## src/rtl/hex_key_emulator_pkg.sv

```systemverilog
// Shared types and key-geometry helpers for the hex keypad emulators.
package hex_key_emulator_pkg;

  localparam int KEY_ROWS = 4;
  localparam int KEY_COLS = 4;
  localparam int CNT_W    = 8;

  typedef enum logic [1:0] {
    IDLE    = 2'd0,
    PRESS   = 2'd1,
    RELEASE = 2'd2
  } state_t;

  function automatic logic [1:0] key_row(input logic [3:0] code);
    return code[3:2];
  endfunction

  function automatic logic [1:0] key_col(input logic [3:0] code);
    return code[1:0];
  endfunction

  function automatic logic [15:0] key_onehot(input logic [3:0] code);
    return 16'(1) << code;
  endfunction

  // Clamp a cycle-count parameter into the counter range with a lower floor.
  function automatic logic [CNT_W-1:0] sat_cnt(input int value, input int floor);
    int v;
    v = (value < floor) ? floor : value;
    if (v > (1 << CNT_W) - 1) begin
      v = (1 << CNT_W) - 1;
    end
    return CNT_W'(v);
  endfunction

endpackage

```

## src/rtl/hex_key_emulator_if.sv

```systemverilog
// Key-code valid/ready handshake between a key source and the emulator.
interface hex_key_emulator_if;
  logic [3:0] key_code;
  logic       key_valid;
  logic       key_ready;

  modport master (output key_code, output key_valid, input  key_ready);
  modport slave  (input  key_code, input  key_valid, output key_ready);
endinterface

```

## src/rtl/hex_key_emulator_key_matrix_drive.sv

```systemverilog
// Closed-contact path of one key: returns Col[c] on Row[r]; purely combinational.
module key_matrix_drive
  import hex_key_emulator_pkg::*;
(
  input  logic                contact,
  input  logic [3:0]          code,
  input  logic [KEY_COLS-1:0] col,
  output logic [KEY_ROWS-1:0] row
);

  always_comb begin
    row                = '0;
    row[key_row(code)] = contact & col[key_col(code)];
  end

endmodule

```

## src/rtl/hex_key_emulator.sv

```systemverilog
// Keypad-side key presser: one key per handshake, timed hold then release gap (KEY_BOUNCE_EN adds contact bounce).
// Latency: contact closes the cycle after accept; Row follows Col combinationally while closed.
// Backpressure: key_ready is low for the whole press+gap; key_valid is ignored while busy.
module hex_key_emulator
  import hex_key_emulator_pkg::*;
#(
  parameter int HOLD_CYCLES   = 6,
  parameter int GAP_CYCLES    = 2,
  parameter int BOUNCE_CYCLES = 3
) (
  input  logic                  clock,
  input  logic                  reset,
  hex_key_emulator_if.slave     key_if,
  input  logic [KEY_COLS-1:0]   Col,
  output logic [KEY_ROWS-1:0]   Row,
  output logic [15:0]           key_onehot,
  output logic                  busy,
  output logic                  done
);

  localparam logic [CNT_W-1:0] HOLD_LD = sat_cnt(HOLD_CYCLES, 1);
  localparam logic [CNT_W-1:0] GAP_LD  = sat_cnt(GAP_CYCLES, 0);
`ifdef KEY_BOUNCE_EN
  localparam logic [CNT_W-1:0] BNC_RAW = sat_cnt(BOUNCE_CYCLES, 0);
  localparam logic [CNT_W-1:0] BNC_LD  = (BNC_RAW > HOLD_LD) ? HOLD_LD : BNC_RAW;
`else
  localparam logic [CNT_W-1:0] BNC_LD  = '0;
`endif
  // The counter runs HOLD_LD..1 in PRESS; values above this edge are bounce cycles.
  localparam logic [CNT_W-1:0] BOUNCE_EDGE = HOLD_LD - BNC_LD;

  state_t           state_q, state_d;
  logic [CNT_W-1:0] cnt_q, cnt_d;
  logic [3:0]       code_q, code_d;
  logic             done_q, done_d;

  logic in_press;
  logic in_bounce;
  logic elapsed_odd;
  logic contact;

  always_comb begin
    state_d = state_q;
    cnt_d   = cnt_q;
    code_d  = code_q;
    done_d  = 1'b0;
    case (state_q)
      IDLE: begin
        if (key_if.key_valid) begin
          state_d = PRESS;
          cnt_d   = HOLD_LD;
          code_d  = key_if.key_code;
        end
      end
      PRESS: begin
        if (cnt_q <= CNT_W'(1)) begin
          if (GAP_LD == '0) begin
            state_d = IDLE;
            cnt_d   = '0;
            done_d  = 1'b1;
          end else begin
            state_d = RELEASE;
            cnt_d   = GAP_LD;
          end
        end else begin
          cnt_d = cnt_q - CNT_W'(1);
        end
      end
      RELEASE: begin
        if (cnt_q <= CNT_W'(1)) begin
          state_d = IDLE;
          cnt_d   = '0;
          done_d  = 1'b1;
        end else begin
          cnt_d = cnt_q - CNT_W'(1);
        end
      end
      default: begin
        state_d = IDLE;
        cnt_d   = '0;
      end
    endcase
  end

  always_ff @(posedge clock) begin
    if (!reset) begin
      state_q <= IDLE;
      cnt_q   <= '0;
      code_q  <= '0;
      done_q  <= 1'b0;
    end else begin
      state_q <= state_d;
      cnt_q   <= cnt_d;
      code_q  <= code_d;
      done_q  <= done_d;
    end
  end

  // Parity of cycles elapsed in PRESS, so bounce starts closed for any hold length.
  assign in_press    = (state_q == PRESS);
  assign in_bounce   = in_press && (cnt_q > BOUNCE_EDGE);
  assign elapsed_odd = cnt_q[0] ^ HOLD_LD[0];
  assign contact     = in_press & ~(in_bounce & elapsed_odd);

  assign key_if.key_ready = (state_q == IDLE);
  assign busy             = (state_q != IDLE);
  assign done             = done_q;
  assign key_onehot       = contact ? hex_key_emulator_pkg::key_onehot(code_q) : 16'h0000;

  key_matrix_drive u_drive (
    .contact (contact),
    .code    (code_q),
    .col     (Col),
    .row     (Row)
  );

endmodule
```

## src/flat_wrapper.sv

```systemverilog
// flat-port wrapper written by rule: the top's interface ports become plain ports
module hex_key_emulator_flat import hex_key_emulator_pkg::*;
#(
  parameter int HOLD_CYCLES   = 6,
  parameter int GAP_CYCLES    = 2,
  parameter int BOUNCE_CYCLES = 3
)
  (clock, reset, Col, Row, key_onehot, busy, done, key_if_key_code, key_if_key_valid, key_if_key_ready);
  hex_key_emulator_if key_if_i ();
  input  logic clock;
  input  logic reset;
  input  logic [KEY_COLS-1:0] Col;
  output logic [KEY_ROWS-1:0] Row;
  output logic [15:0] key_onehot;
  output logic busy;
  output logic done;
  input wire logic [$bits(key_if_i.key_code)-1:0] key_if_key_code;
  input wire logic [$bits(key_if_i.key_valid)-1:0] key_if_key_valid;
  output wire logic [$bits(key_if_i.key_ready)-1:0] key_if_key_ready;
  assign key_if_i.key_code = key_if_key_code;
  assign key_if_i.key_valid = key_if_key_valid;
  assign key_if_key_ready = key_if_i.key_ready;
  hex_key_emulator #(.HOLD_CYCLES(HOLD_CYCLES), .GAP_CYCLES(GAP_CYCLES), .BOUNCE_CYCLES(BOUNCE_CYCLES)) u_core (.clock(clock), .reset(reset), .key_if(key_if_i), .Col(Col), .Row(Row), .key_onehot(key_onehot), .busy(busy), .done(done));
endmodule
```

## config.mk

```make
export PLATFORM = sky130hd
export DESIGN_NAME = hex_key_emulator_flat
export DESIGN_NICKNAME = d
export VERILOG_FILES = /design/src/rtl/hex_key_emulator_pkg.sv /design/src/rtl/hex_key_emulator_if.sv /design/src/rtl/hex_key_emulator_key_matrix_drive.sv /design/src/rtl/hex_key_emulator.sv /design/src/flat_wrapper.sv
export SDC_FILE = /design/constraint.sdc
export NUM_CORES = 1
export LEC_CHECK = 0
export CORE_MARGIN = 5
export CORE_UTILIZATION = 35
export CTS_BUF_LIST = sky130_fd_sc_hd__clkbuf_4
export CTS_CLUSTER_SIZE = 8
export DETAILED_ROUTE_END_ITERATION = 6
export PLACE_DENSITY_LB_ADDON = 0.08
export SLEW_MARGIN = 0
export SYNTH_ARGS = -nofsm -noshare
export SYNTH_HDL_FRONTEND = slang
export SYNTH_SLANG_ARGS = --single-unit
```

## constraint.sdc

```tcl
create_clock -name clock -period 2.45 [get_ports clock]
set_input_delay 0.49 -clock clock [delete_from_list [all_inputs] [get_ports clock]]
set_output_delay 0.49 -clock clock [all_outputs]
set_load 0.01 [all_outputs]
```

-- After elaboration in Yosys (flattened, before gate mapping)
Cells that the tools add are included.
- $add $sub $neg: 1
- equal/unequal tests: 5
- reductions and logical operators: 7
- multiply operators: 0
- div/mod/pow operators: 0
- magnitude comparators: 5
- bitwise logic cells: 5
- multiplexer cells: 14
- shifts and indexed selects: 1
- operator list (cell ; number):
    8-bit 2-to-1 mux ; 3
    8-bit case mux with 3 select lines ; 1
    16-bit 2-to-1 mux ; 1
    1-bit by 4-bit left shift with 16-bit output (first input constant) ; 1
    8-bit by 3-bit greater-than comparator with 1-bit output (second input constant) ; 1
    8-bit by 1-bit <= comparator with 1-bit output (second input constant) ; 1
    8-bit by 1-bit subtractor with 8-bit output (second input constant) ; 1
    2-bit by 3-bit less-than comparator with 1-bit output (second input constant) ; 2
    2-bit 2-to-1 mux ; 3
    2-bit case mux with 3 select lines ; 1
    4-bit bitwise AND ; 1
    2-bit != test (second input constant) ; 2
    2-bit AND reduction ; 2
    1-bit bitwise AND ; 3
    1-bit 2-to-1 mux ; 3
    3-bit AND reduction ; 1
    1-bit binary-select mux with 2-bit select ; 1
    1-bit demux with 2-bit select ; 1
    2-bit by 1-bit == test with 1-bit output (second input constant) ; 1
    2-bit == test (second input constant) ; 1
    2-bit by 1-bit >= comparator with 1-bit output (second input constant) ; 1
    1-bit logical AND ; 2
    2-bit zero test ; 1
    2-bit by 1-bit != test with 1-bit output (second input constant) ; 1
    other kinds (2) ; 2
- bits in read-only memories: 0
- register bits: 15
- output and inout bits: 23
- bits in writable memories: 0
- input port bits: 11
- bits in latches: 0
- memories: 0
- logic and storage cells: 42

-- Depth between registers and ports, before layout
Gate-level depths: netlist of run 1.
- depth after elaboration: 7
- mapped depth: 6
- gate-level depth less buffers: 6

-- By module
A second synthesis of run 1 with hierarchy kept.
- cells, all modules: 125
- area total of the unflattened synthesis: 1037.2 µm²
- by module, submodules not included (module ; instances ; area an instance (µm²) ; sequential area each (µm²) ; cells each):
    hex_key_emulator ; 1 ; 915.9 ; 300.3 ; 111
    key_matrix_drive ; 1 ; 121.4 ; 0.0 ; 14

-- Least setup slack after synthesis of run 1
OpenSTA, ideal clock, no wires.
- path type: reg-to-output
- from: reg u_core.cnt_q[3]
- to: out Row[2]
- setup slack: 0.316 ns
- cell stages (with the launch flop): 6
- arrival time: 1.644 ns
- required time: 1.960 ns
- buffers on the path: 1
- cells stage by stage: dfxtp_1 -> or4_1 -> buf_6 -> o31ai_4 -> nand3b_1 -> nor2_1
- word-level cells in the longest chain between the ends: 7
- RTL lines (what ; line ; text):
    from (decl) ; hex_key_emulator.sv:33 ; logic [CNT_W-1:0] cnt_q, cnt_d;
    from (signal assigned) ; hex_key_emulator.sv:93 ; cnt_q <= cnt_d;
    8-bit by 3-bit greater-than comparator with 1-bit output ; hex_key_emulator.sv:101 ; assign in_bounce = in_press && (cnt_q > BOUNCE_EDGE);
    1-bit logical AND ; hex_key_emulator.sv:101 ;
    1-bit bitwise AND ; hex_key_emulator.sv:103 ; assign contact = in_press & ~(in_bounce & elapsed_odd);
    1-bit NOT ; hex_key_emulator.sv:103 ;
    1-bit bitwise AND ; hex_key_emulator.sv:103 ;
    1-bit bitwise AND ; hex_key_emulator_key_matrix_drive.sv:13 ; row[key_row(code)] = contact & col[key_col(code)];
    4-bit bitwise AND (no source line) ; -- ;
    to (decl) ; flat_wrapper.sv:13 ; output logic [KEY_ROWS-1:0] Row;
No other way between the ends.

-- Worst setup path in the final report of run 1
- from: reg u_core.cnt_q[5]
- to: out Row[2]
The elaborated chain is that of the path after synthesis.

==> summary.txt, run 1 <==
Status
  • Outcome: complete, but fails checks
  • Failing checks: setup timing

Route
  • Initial drt markers: 50
  • WL/cell: 13.62 um
  • Vias: 1116
  • Final ANT Viol Nets: 0
  • Pre-antenna DRT Iters: 4
  • WL final: 2969 um
  • Drt drc: 0
  • Vias/cell: 5.119

Global route
  • GRT Residual Overflow: 0
  • First-pass GRT wire length: 5009 um
  • Largest net degree at the start of global routing: 11
  • Antenna violations before repair: 0
  • Number of global-route vias before repair: 1040
  • GRT Resource Usage Total: 15.56%

Critical path
  • CP max stage delay: 550 ps
  • CP cell instances: or4_4 > o31ai_4 > buf_4 > nand3b_1 > buf_6 > buf_6 > nor2_1 > buf_2
  • Crit path buffers/inverters: 4
  • Crit path top cell by count: buf_6
  • Worst r2r path cells: 8
  • Critical Path AT: 2180 ps
  • Crit path max-delay family: simple AND/OR/NAND/NOR gates
  • Crit path required time: 1960 ps
  • R2R Path End: u_core.state_q[1]
  • Startpoint types: flip-flop
  • CP endpoint kind: output pin
  • CP max-delay cell: or4_4
  • Crit path max fanout: 3
  • Crit path kind: flip-flop to output pin
  • Flop2flop setup slack: 480 ps
  • Reg2reg start: u_core.cnt_q[1]

Job
  • Reported max-cap violation count: 0

Clocking
  • CTS buffer count: 3
  • CTS root buf: clkbuf_4
  • Clk pin slew, worst setup/hold paths: 90 ps
  • TritonCTS clock tree: yes
  • Clock tree sinks: 15
  • CTS Buffer Depth: 2
  • Clock latency on the worst-skew pair: 280 ps
  • Hold buffer count at CTS: 0
  • Htree depth: 1

Timing
  • RSZ-0062 raised after global routing: yes
  • Max Freq: 0.3750 GHz
  • Actual slew at the worst max-slew pin: 552.9 ps
  • Fin Setup TNS: -1978 ps
  • Final setup skew: 9.989 ps
  • Min cycle time layout: 2666 ps
  • Fin worst setup slack: -216.4 ps
  • Final setup violation count: 14
  • Final Hold Vio Count: 0
  • Slew Limit Headroom: 62.85%
  • Final slew viol count: 0
  • Final Cycle Share: 108.8%

Cells and area
  • Share of cells above drive strength 1: 35.29%
  • Area occupied by multi-input gates: 676.9 um^2
  • Final antenna diode count: 0
  • Area growth, synth to finish: 57.98%
  • Fill cells: 274
  • Nets@finish: 202
  • Final instance area: 1524 um^2
  • Sequential Area: 302.8 um^2

Die
  • Core ar.: 2710 um^2
  • Initial Utilization: 35.60%
  • DIE HEIGHT: 62.50 um
  • Die footprint: 3906 um^2
  • IO Pins: 34
  • Die Wd: 62.50 um
  • # rows: 19

Yosys
  • Cells after Synth: 129
  • Sequential cell area fraction in the yosys report: 31.13%
  • Synth Register Bits: 15
  • Post-Syn Area: 964.7 um^2
  • Synth Warn #: 0
  • Yosys cell types: 37
  • Synthesized area per cell: 7.478 um^2
  • Post-synth net total: 143

Worst hold path
  • Hold WC Path Type: flip-flop to flip-flop
  • Worst min-delay path startpoint: u_core.code_q[2]
  • Worst Hold Depth: 2
  • Hold worst-path end: u_core.code_q[2]

Power and ir drop
  • Power per cell area: 792.3 nW/um^2
  • Lkg Pwr: 0.6659 nW
  • VDD IR max: 0.5933 mV

Place
  • DP Area: 1390 um^2
  • Final HPWL DP: 2211 um
  • PortBufs: 33
  • GPL Wtd Cong: 0.8272
-- metal layers --
layer,GRT usage [%],part of all wire (%)
met4,4.244,0.57
met3,5.216,4.9
met2,27.98,55
met5,0,0
met1,17.25,40
-- worst reg2reg max path: stages (launching register included) --
cell	delay [ps]
dfxtp_1	350
buf_4	140
inv_1	60
ha_1	230
o21bai_1	320
nor3_1	80
buf_4	170
or3b_2	440
a21oi_1	120
-- how the worst max path moves through the flow --
stage                           endpoint  depth (start not counted)            start  slack, ps
final                             Row[2]                          8  u_core.cnt_q[5]       -220
after global placement    key_onehot[13]                          5  u_core.cnt_q[3]       -120
after floorplan                   Row[2]                          5  u_core.cnt_q[3]        320
after detailed placement          Row[3]                          5  u_core.cnt_q[3]       -130
after CTS                         Row[1]                          8  u_core.cnt_q[3]       -190
after global routing              Row[3]                          8  u_core.cnt_q[5]       -320
-- state kept, by name, indices dropped and copies added, names as in the netlist --
| signal | cells |
|---|---|
| u_core.code_q | 4 |
| u_core.state_q | 2 |
| u_core.done | 1 |
| u_core.cnt_q | 8 |
-- placed cells by master (no fill, tap or decap), drive strengths merged, types with 2 or more instances in the layout --
master,netlist,routed
nor3,7,7
o21a,2,2
ha,3,3
clkinv,1,2
clkdlybuf4s50,0,13
nand2b,3,3
nor4,2,2
nor2,29,29
nand2,16,16
o31ai,2,2
nand3,6,6
o21ai,5,5
clkbuf,2,6
inv,3,3
nand3b,2,2
or3,3,3
a21o,3,3
dfxtp,15,15
buf,1,41
a21oi,8,8
nor2b,2,2
-- repair_timing --
item / CTS / global route
setup buffers: 13 / 2
pin swaps: 9 / 5
endpoints found under the setup margin: 20 / 20
gates resized for setup: 75 / 30
endpoints found under the hold margin: 0 / 0
-- final cells by class --
class / count / share of cell area [%]
clock buffers: 3 / 1.478
clock inverters: 1 / 0.3284
inverters: 4 / 0.9852
multi-input cells: 107 / 44.42
flip-flops and latches: 15 / 19.87
well taps: 31 / 2.545
repair buffers: 57 / 30.38
-- power breakdown --
| group | leakage, nW | switching, W | total (W) | internal, W |
|---|---|---|---|---|
| combinational | 0.524 | 0.000371 | 0.000717 | 0.000346 |
| clock | 0.0177 | 0.0000814 | 0.000142 | 0.0000605 |
| sequential | 0.124 | 0.0000528 | 0.000348 | 0.000295 |
| total | 0.666 | 0.000505 | 0.00121 | 0.000702 |
-- synthesized netlist by cell type --
cell type | count | area (um^2)
a21o_1 | 3 | 22.52
o31ai_4 | 1 | 21.27
nand3b_1 | 2 | 15.01
a22o_1 | 1 | 8.760
o2111a_1 | 1 | 11.26
or3_2 | 1 | 7.510
nor4_1 | 2 | 12.51
o21bai_1 | 1 | 7.510
nor2_1 | 29 | 108.9
and4b_1 | 1 | 10.01
a31oi_1 | 1 | 6.260
o22a_1 | 1 | 8.760
o31ai_1 | 1 | 7.510
inv_1 | 3 | 11.26
nand2b_1 | 3 | 18.77
or3_1 | 2 | 12.51
o311ai_4 | 1 | 26.28
buf_6 | 1 | 11.26
nand2_1 | 16 | 60.06
nor2b_1 | 2 | 12.51
o211ai_1 | 1 | 7.510
mux4_2 | 1 | 22.52
dfxtp_1 | 15 | 300.3
o22ai_1 | 1 | 6.260
o21a_1 | 2 | 15.01
clkinv_1 | 1 | 3.750
clkbuf_1 | 2 | 7.510
nand3_1 | 6 | 30.03
a21oi_1 | 8 | 40.04
ha_1 | 3 | 37.54
or3b_2 | 1 | 8.760
o21ai_0 | 4 | 20.02
nor3_1 | 7 | 35.03
o21ai_1 | 1 | 5.000
and3b_1 | 1 | 8.760
xor2_1 | 1 | 8.760
or4_1 | 1 | 7.510
-- metrics by stage --
stage	utilization (%)	hold slack (ps)	total power (W)	cells	worst slack, ps
5_1_grt	56.23	566.0	0.001314	218	-321.5
2_1_floorplan	-	468.1	0.0007603	129	315.5
4_1_cts	53.83	520.8	0.001168	216	-193.3
3_5_place_dp	51.29	493.0	0.0009761	200	-134.1
6_report	56.23	518.7	0.001207	218	-216.4
3_3_place_gp	51.29	487.4	0.0009682	200	-115.2
-- kinds of logic (layout without fill, tap and decap cells) --
kind of cell	after synthesis	in the layout	synth area share (%)
simple gates	74	74	36.06
compound gates	28	28	22.18
flops	15	15	31.13
buf+inv	7	65	3.502
fa+ha+maj	3	3	3.891
xor+xnor	1	1	0.9081
mux	1	1	2.334
No activity file was read; power rests on OpenSTA's default activity.
==> run 2: changes to the inputs <==
- SKIP_LAST_GASP: default -> 1
==> run 2 against run 1 <==
The flow still finishes with violations (setup timing). Core utilization is 0.55 points higher. Via count is 0.36% lower. Power is 1.0% lower. Critical path depth stayed put. Clock-buffer cell count stayed put. Non-clock buffer count is 1 higher. Die area stayed put. Combinational power is 2% lower. Worst setup slack better by 17 ps. Hold slack better by 1.2 ps.
==> summary.txt, run 2 (synthesis results as in run 1) <==
Critical path
  • CP cell instances: or4_4 > o31ai_4 > buf_4 > nand3b_1 > buf_6 > buf_6 > nor2_1 > buf_2
  • Flop2flop setup slack: 480 ps (about the same)
  • Crit path max fanout: 3 (unchanged)
  • Startpoint types: flip-flop
  • R2R Path End: u_core.state_q[1]
  • Crit path max-delay family: simple AND/OR/NAND/NOR gates
  • CP max-delay cell: or4_4
  • Critical Path AT: 2160 ps (-20 ps)
  • Crit path required time: 1960 ps (about the same)
  • Reg2reg start: u_core.cnt_q[1]
  • Crit path top cell by count: buf_6
  • Crit path kind: flip-flop to output pin
  • CP endpoint kind: output pin
  • Crit path buffers/inverters: 4 (unchanged)
  • Worst r2r path cells: 8 (unchanged)
  • CP max stage delay: 550 ps (about the same)

Die
  • DIE HEIGHT: 62.50 um (unchanged)
  • Die Wd: 62.50 um (unchanged)
  • Core ar.: 2710 um^2 (unchanged)
  • Initial Utilization: 35.60% (unchanged)
  • # rows: 19 (unchanged)
  • Die footprint: 3906 um^2 (unchanged)
  • IO Pins: 34 (unchanged)

Cells and area
  • Final antenna diode count: 0 (unchanged)
  • Highest-count cells in the layout ignoring fill and taps: nor2_1, buf_4, nand2_1
  • Share of cells above drive strength 1: 34.04% (-1.3 points)
  • Area growth, synth to finish: 59.53%
  • Most common cell after layout, fill and taps aside: nor2_1
  • Largest regs: u_core.cnt_q: 8 flops, u_core.code_q: 4 flops, u_core.state_q: 2 flops
  • Flip-flop count of the largest register after layout: 8 (unchanged)
  • Largest Register: u_core.cnt_q
  • Fill cells: 272 (-0.73%)
  • Nets@finish: 203 (+0.50%)

Timing
  • RSZ-0062 raised after global routing: yes
  • Final Hold Vio Count: 0 (unchanged)
  • Final Cycle Share: 108.2% (-0.68 points)
  • Final slew viol count: 0 (unchanged)
  • Actual slew at the worst max-slew pin: 552.8 ps (-0.1345 ps)
  • Fin Setup TNS: -1606 ps (+371.3 ps)
  • Final setup skew: 10.29 ps (+0.2974 ps)
  • Min cycle time layout: 2650 ps (-16.64 ps)
  • Max Freq: 0.3774 GHz (+0.63%)
  • Final setup violation count: 14 (unchanged)
  • Fin worst setup slack: -199.8 ps (+16.64 ps)
  • Slew Limit Headroom: 62.86% (about the same)

Job
  • Reported max-cap violation count: 0 (unchanged)

Global route
  • GRT Resource Usage Total: 15.48% (-0.074 points)
  • Number of global-route vias before repair: 1030 (-0.96%)
  • Largest net degree at the start of global routing: 11 (unchanged)
  • First-pass GRT wire length: 4974 um (-0.70%)
  • Antenna violations before repair: 0 (unchanged)
  • GRT Residual Overflow: 0 (unchanged)

Place
  • Final HPWL DP: 2211 um (unchanged)
  • PortBufs: 33 (unchanged)
  • GPL Wtd Cong: 0.8272 (unchanged)

Worst hold path
  • Hold worst-path end: u_core.code_q[2]
  • Worst Hold Depth: 2 (unchanged)
  • Hold WC Path Type: flip-flop to flip-flop
  • Worst min-delay path startpoint: u_core.code_q[2]

Power and ir drop
  • Switching Fraction: 41.96% (+0.11 points)
  • Int Power: 0.0006935 W (-1.2%)
  • Clock power share: 11.9% (about the same)
  • Lkg Pwr: 0.6701 nW (+0.64%)
  • Flop pwr share: 29.1% (+0.3 points)
  • Share of total power in combinational logic: 59.0% (-0.4 points)
  • VDD IR max: 0.5891 mV (-0.71%)
  • Tot Pwr: 0.001195 W (-1.0%)
  • Power per cell area: 776.4 nW/um^2 (-2.0%)
  • Net Sw Power: 0.0005014 W (-0.77%)

Status
  • Outcome: complete, but fails checks
  • Failing checks: setup timing

Route
  • WL final: 2973 um (+0.13%)
  • Vias/cell: 5.078 (-0.81%)
  • Vias: 1112 (-0.36%)
  • Final ANT Viol Nets: 0 (unchanged)
  • Pre-antenna DRT Iters: 4 (unchanged)
  • WL/cell: 13.58 um (-0.32%)
  • Drt drc: 0 (unchanged)
  • Initial drt markers: 55 (+10%)

Clocking
  • Clock latency on the worst-skew pair: 280 ps (about the same)
  • Hold buffer count at CTS: 0 (unchanged)
  • CTS root buf: clkbuf_4
  • Htree depth: 1 (unchanged)
  • Clk pin slew, worst setup/hold paths: 90 ps (about the same)
  • CTS buffer count: 3 (unchanged)
  • TritonCTS clock tree: yes
  • CTS Buffer Depth: 2 (unchanged)
  • Clock tree sinks: 15 (unchanged)
run 2: changes by cell type in the layout (fill, tap and decap cells not counted), moves of 2 or more:
cell,delta
nor2_2,-2
clkbuf_2,+2
buf_2,-4
buf_4,+2
run 2: area by class of cell:
cell class / count / area (um^2) / share of cell area (%)
clock buffer: 3 / 22.52 / 1.463
multi-input combinational: 107 / 679.4 / 44.15
sequential: 15 / 301.5 / 19.59
tap: 31 / 38.79 / 2.520
timing repair buffer: 58 / 476.7 / 30.98
inverter: 4 / 15.01 / 0.9756
clock inverter: 1 / 5.005 / 0.3252
run 2: power by group through the flow:
stage                     Combinational [W]  Clock (W)  Sequential, W
final                              0.000705   0.000143       0.000348
after global routing               0.000780   0.000165       0.000356
after CTS                          0.000672   0.000149       0.000345
after detailed placement           0.000628          0       0.000348
after global placement             0.000622          0       0.000347
after floorplan                    0.000410          0       0.000350
run 2: repair_timing:
item / in CTS / in global routing
setup buffers: 13 / 3
endpoints found under the setup margin: 20 / 20
gates resized for setup: 68 / 31
pin swaps: 9 / 3
run 2: stage by stage:
step	std cells	hold WS (ps)	area [um^2]	worst slack, ps	utilization (%)
floorplan	129	468.1	964.7	315.5	-
global placement	200	487.4	1390	-115.2	51.29
detailed placement	200	493.0	1390	-134.1	51.29
CTS	216	520.8	1463	-212.8	53.97
global route	219	566.0	1539	-292.2	56.79
finish	219	520.0	1539	-199.8	56.79
run 2: worst register-to-register path, cell delays in order (launching register included):
cell and delay [ps]:
dfxtp_1 350, buf_4 140, inv_1 60, ha_1 230, o21bai_1 320, nor3_1 80
buf_4 170, or3b_2 440, a21oi_1 120
run 2: worst max path at each step:
stage               startpoint  slack [ps]  depth (start not counted)        endpoint
4_1_cts        u_core.cnt_q[3]        -210                          8          Row[1]
3_3_place_gp   u_core.cnt_q[3]        -120                          5  key_onehot[13]
5_1_grt        u_core.cnt_q[3]        -290                          8          Row[2]
6_report       u_core.cnt_q[3]        -200                          8          Row[2]
3_5_place_dp   u_core.cnt_q[3]        -130                          5          Row[3]
2_1_floorplan  u_core.cnt_q[3]         320                          5          Row[2]
run 2: metal layers:
| metal | share of wire, % | wire (um) | GRT usage, % | vias up |
|---|---|---|---|---|
| li1 | - | - | - | 574 |
| met1 | 41 | 1217 | 17.36 | 516 |
| met2 | 54 | 1606 | 27.72 | 20 |
| met3 | 4.4 | 132 | 5.036 | 2 |
| met4 | 0.57 | 17 | 4.244 | 0 |
| met5 | 0 | 0 | 0 | - |
==> run 3: changes to the inputs <==
- clock period: 2.45 -> 2.2 ns (I/O delays scaled with it)
==> run 3 against run 2 <==
The flow still finishes with violations (setup timing). Via count rose by 6.3%. Die area did not move. First-iteration DRC count shrank 33%. Largest power group unchanged. Highest routed layer unchanged.
==> summary.txt, run 3 (synthesis results as in run 1) <==
Status
  • Outcome: complete, but fails checks
  • Failing checks: setup timing

Global route
  • Largest net degree at the start of global routing: 11 (unchanged)
  • Number of global-route vias before repair: 1108 (+7.6%)
  • GRT Resource Usage Total: 16.32% (+0.84 points)
  • First-pass GRT wire length: 5285 um (+6.3%)
  • GRT Residual Overflow: 0 (unchanged)
  • Antenna violations before repair: 0 (unchanged)

Cells and area
  • Largest Register: u_core.cnt_q
  • Share of cells above drive strength 1: 42.78% (+8.7 points)
  • Most common cell after layout, fill and taps aside: buf_4
  • Layout Utilization: 62.05% (+5.3 points)
  • Nets@finish: 209 (+3.0%)
  • Non-Filler Instances: 225 (+2.7%)
  • Flip-flop count of the largest register after layout: 8 (unchanged)
  • Final antenna diode count: 0 (unchanged)
  • Highest-count cells in the layout ignoring fill and taps: buf_4, buf_6, nand2_1
  • Largest regs: u_core.cnt_q: 8 flops, u_core.code_q: 4 flops, u_core.state_q: 2 flops
  • Area growth, synth to finish: 74.32%

Place
  • GPL Wtd Cong: 0.8229 (-0.52%)
  • Final HPWL DP: 2249 um (+1.7%)
  • PortBufs: 33 (unchanged)
  • Placed insts: 207 (+3.5%)

Power and ir drop
  • Lkg Pwr: 0.7102 nW (+6.0%)
  • VDD IR max: 0.5795 mV (-1.6%)
  • Tot Pwr: 0.001448 W (+21%)
  • Power per cell area: 861.4 nW/um^2 (+11%)

Timing
  • Final setup skew: 10.21 ps (-0.08060 ps)
  • Slew Limit Headroom: 72.26% (+9.4 points)
  • Fin worst setup slack: -375.1 ps (-175.3 ps)
  • RSZ-0062 raised after global routing: yes
  • Final slew viol count: 0 (unchanged)
  • Actual slew at the worst max-slew pin: 414.9 ps (-137.9 ps)
  • Max Freq: 0.3883 GHz
  • Final Hold Vio Count: 0 (unchanged)
  • Min cycle time layout: 2575 ps
  • Final setup violation count: 20 (+6)
  • Worst Hold Margin: 516.3 ps (-3.636 ps)
  • Final Cycle Share: 117.1%

Die
  • Die footprint: 3906 um^2 (unchanged)
  • # rows: 19 (unchanged)
  • Die Wd: 62.50 um (unchanged)
  • Core ar.: 2710 um^2 (unchanged)
  • IO Pins: 34 (unchanged)
  • DIE HEIGHT: 62.50 um (unchanged)
  • Initial Utilization: 35.60% (unchanged)

Critical path
  • Crit path max fanout: 4 (+1)
  • Startpoint types: flip-flop
  • CP endpoint: key_onehot[12]
  • Crit path required time: 1760 ps (-200 ps)
  • Worst r2r path cells: 9 (+1)
  • Critical Path AT: 2140 ps (-20 ps)
  • CP cell instances: or4_4 > o31ai_4 > nand3_2 > buf_6 > buf_4 > nor2_2 > buf_2
  • CP max-delay cell: or4_4
  • Crit path kind: flip-flop to output pin
  • Flop2flop setup slack: 230 ps (-250 ps)
  • Reg2reg start: u_core.cnt_q[1]
  • R2R Path End: u_core.state_q[1]
  • CP max stage delay: 540 ps (about the same)
  • CP endpoint kind: output pin
  • Setup crit start: u_core.cnt_q[3]

Route
  • WL final: 3278 um (+10%)
  • Final ANT Viol Nets: 0 (unchanged)
  • Vias: 1182 (+6.3%)
  • Initial drt markers: 37 (-33%)
  • Drt drc: 0 (unchanged)
  • Pre-antenna DRT Iters: 4 (unchanged)
  • WL/cell: 14.57 um (+7.3%)
  • Vias/cell: 5.253 (+3.5%)

Worst hold path
  • Hold WC Path Type: flip-flop to flip-flop
  • Worst min-delay path startpoint: u_core.code_q[3]

Clocking
  • CTS Buffer Depth: 2 (unchanged)
  • CTS root buf: clkbuf_4
  • Clock latency on the worst-skew pair: 280 ps (about the same)
  • Clk pin slew, worst setup/hold paths: 90 ps (about the same)
  • TritonCTS clock tree: yes
  • Htree depth: 1 (unchanged)
  • Clock tree sinks: 15 (unchanged)
  • CTS buffer count: 3 (unchanged)
  • Hold buffer count at CTS: 0 (unchanged)

Job
  • Reported max-cap violation count: 0 (unchanged)
## run 3: changes by cell type in the layout (fill, tap and decap cells not counted), sizes merged
cell         before  now
dlygate4sd2       1    0
buf              39   51
clkbuf            8    4
clkinv            2    1
## run 3: stage by stage
stage	instance area, um^2	TNS [ps]	setup WS (ps)
3_3_place_gp	1443	-5271	-284.7
4_1_cts	1518	-4140	-345.4
6_report	1682	-5397	-375.1
3_5_place_dp	1443	-5700	-311.8
5_1_grt	1682	-7489	-479.0
2_1_floorplan	964.7	0	115.5
## run 3: worst max-delay path: cells and delay by family, from the launching register on
family | cells | cell delay [ps]
AND/OR/NAND/NOR | 3 | 790
AO/OA/AOI/OAI | 1 | 310
flip-flops | 1 | 330
buffers and inverters | 3 | 420
## run 3: final cells by class
type                    instances  area [um^2]
inverters                       4        15.01
flip-flops and latches         15        302.8
repair buffers                 64        556.8
multi-input cells             107        738.2
well taps                      31        38.79
clock buffers                   4        30.03
fillers                       245         1028
## run 3: what timing repair did
action / CTS / global route
buffers inserted: 12 / 2
pin swaps: 11 / 10
endpoints found under the setup margin: 20 / 21
cloned: 0 / 0
resized for setup: 88 / 44
## run 3: how the worst min path moves through the flow
stage | to | cells after the start
2_1_floorplan | u_core.cnt_q[6] | 2
3_3_place_gp | u_core.code_q[2] | 2
3_5_place_dp | u_core.code_q[3] | 2
4_1_cts | u_core.code_q[3] | 2
5_1_grt | u_core.code_q[3] | 2
6_report | u_core.code_q[3] | 2
## run 3: metal layers
layer | track usage [%] | routed length [um] | vias to the layer above
met3 | 5.396 | 163 | 8
met5 | 0 | 0 | -
met4 | 6.897 | 63 | 0
li1 | - | - | 590
met2 | 27.98 | 1717 | 28
met1 | 18.28 | 1334 | 556
## run 3: power breakdown
group	internal (W)	switching [W]	total [W]
registers	0.000329	0.0000405	0.000369
logic	0.000439	0.000467	0.000906
clock network	0.0000826	0.0000903	0.000173
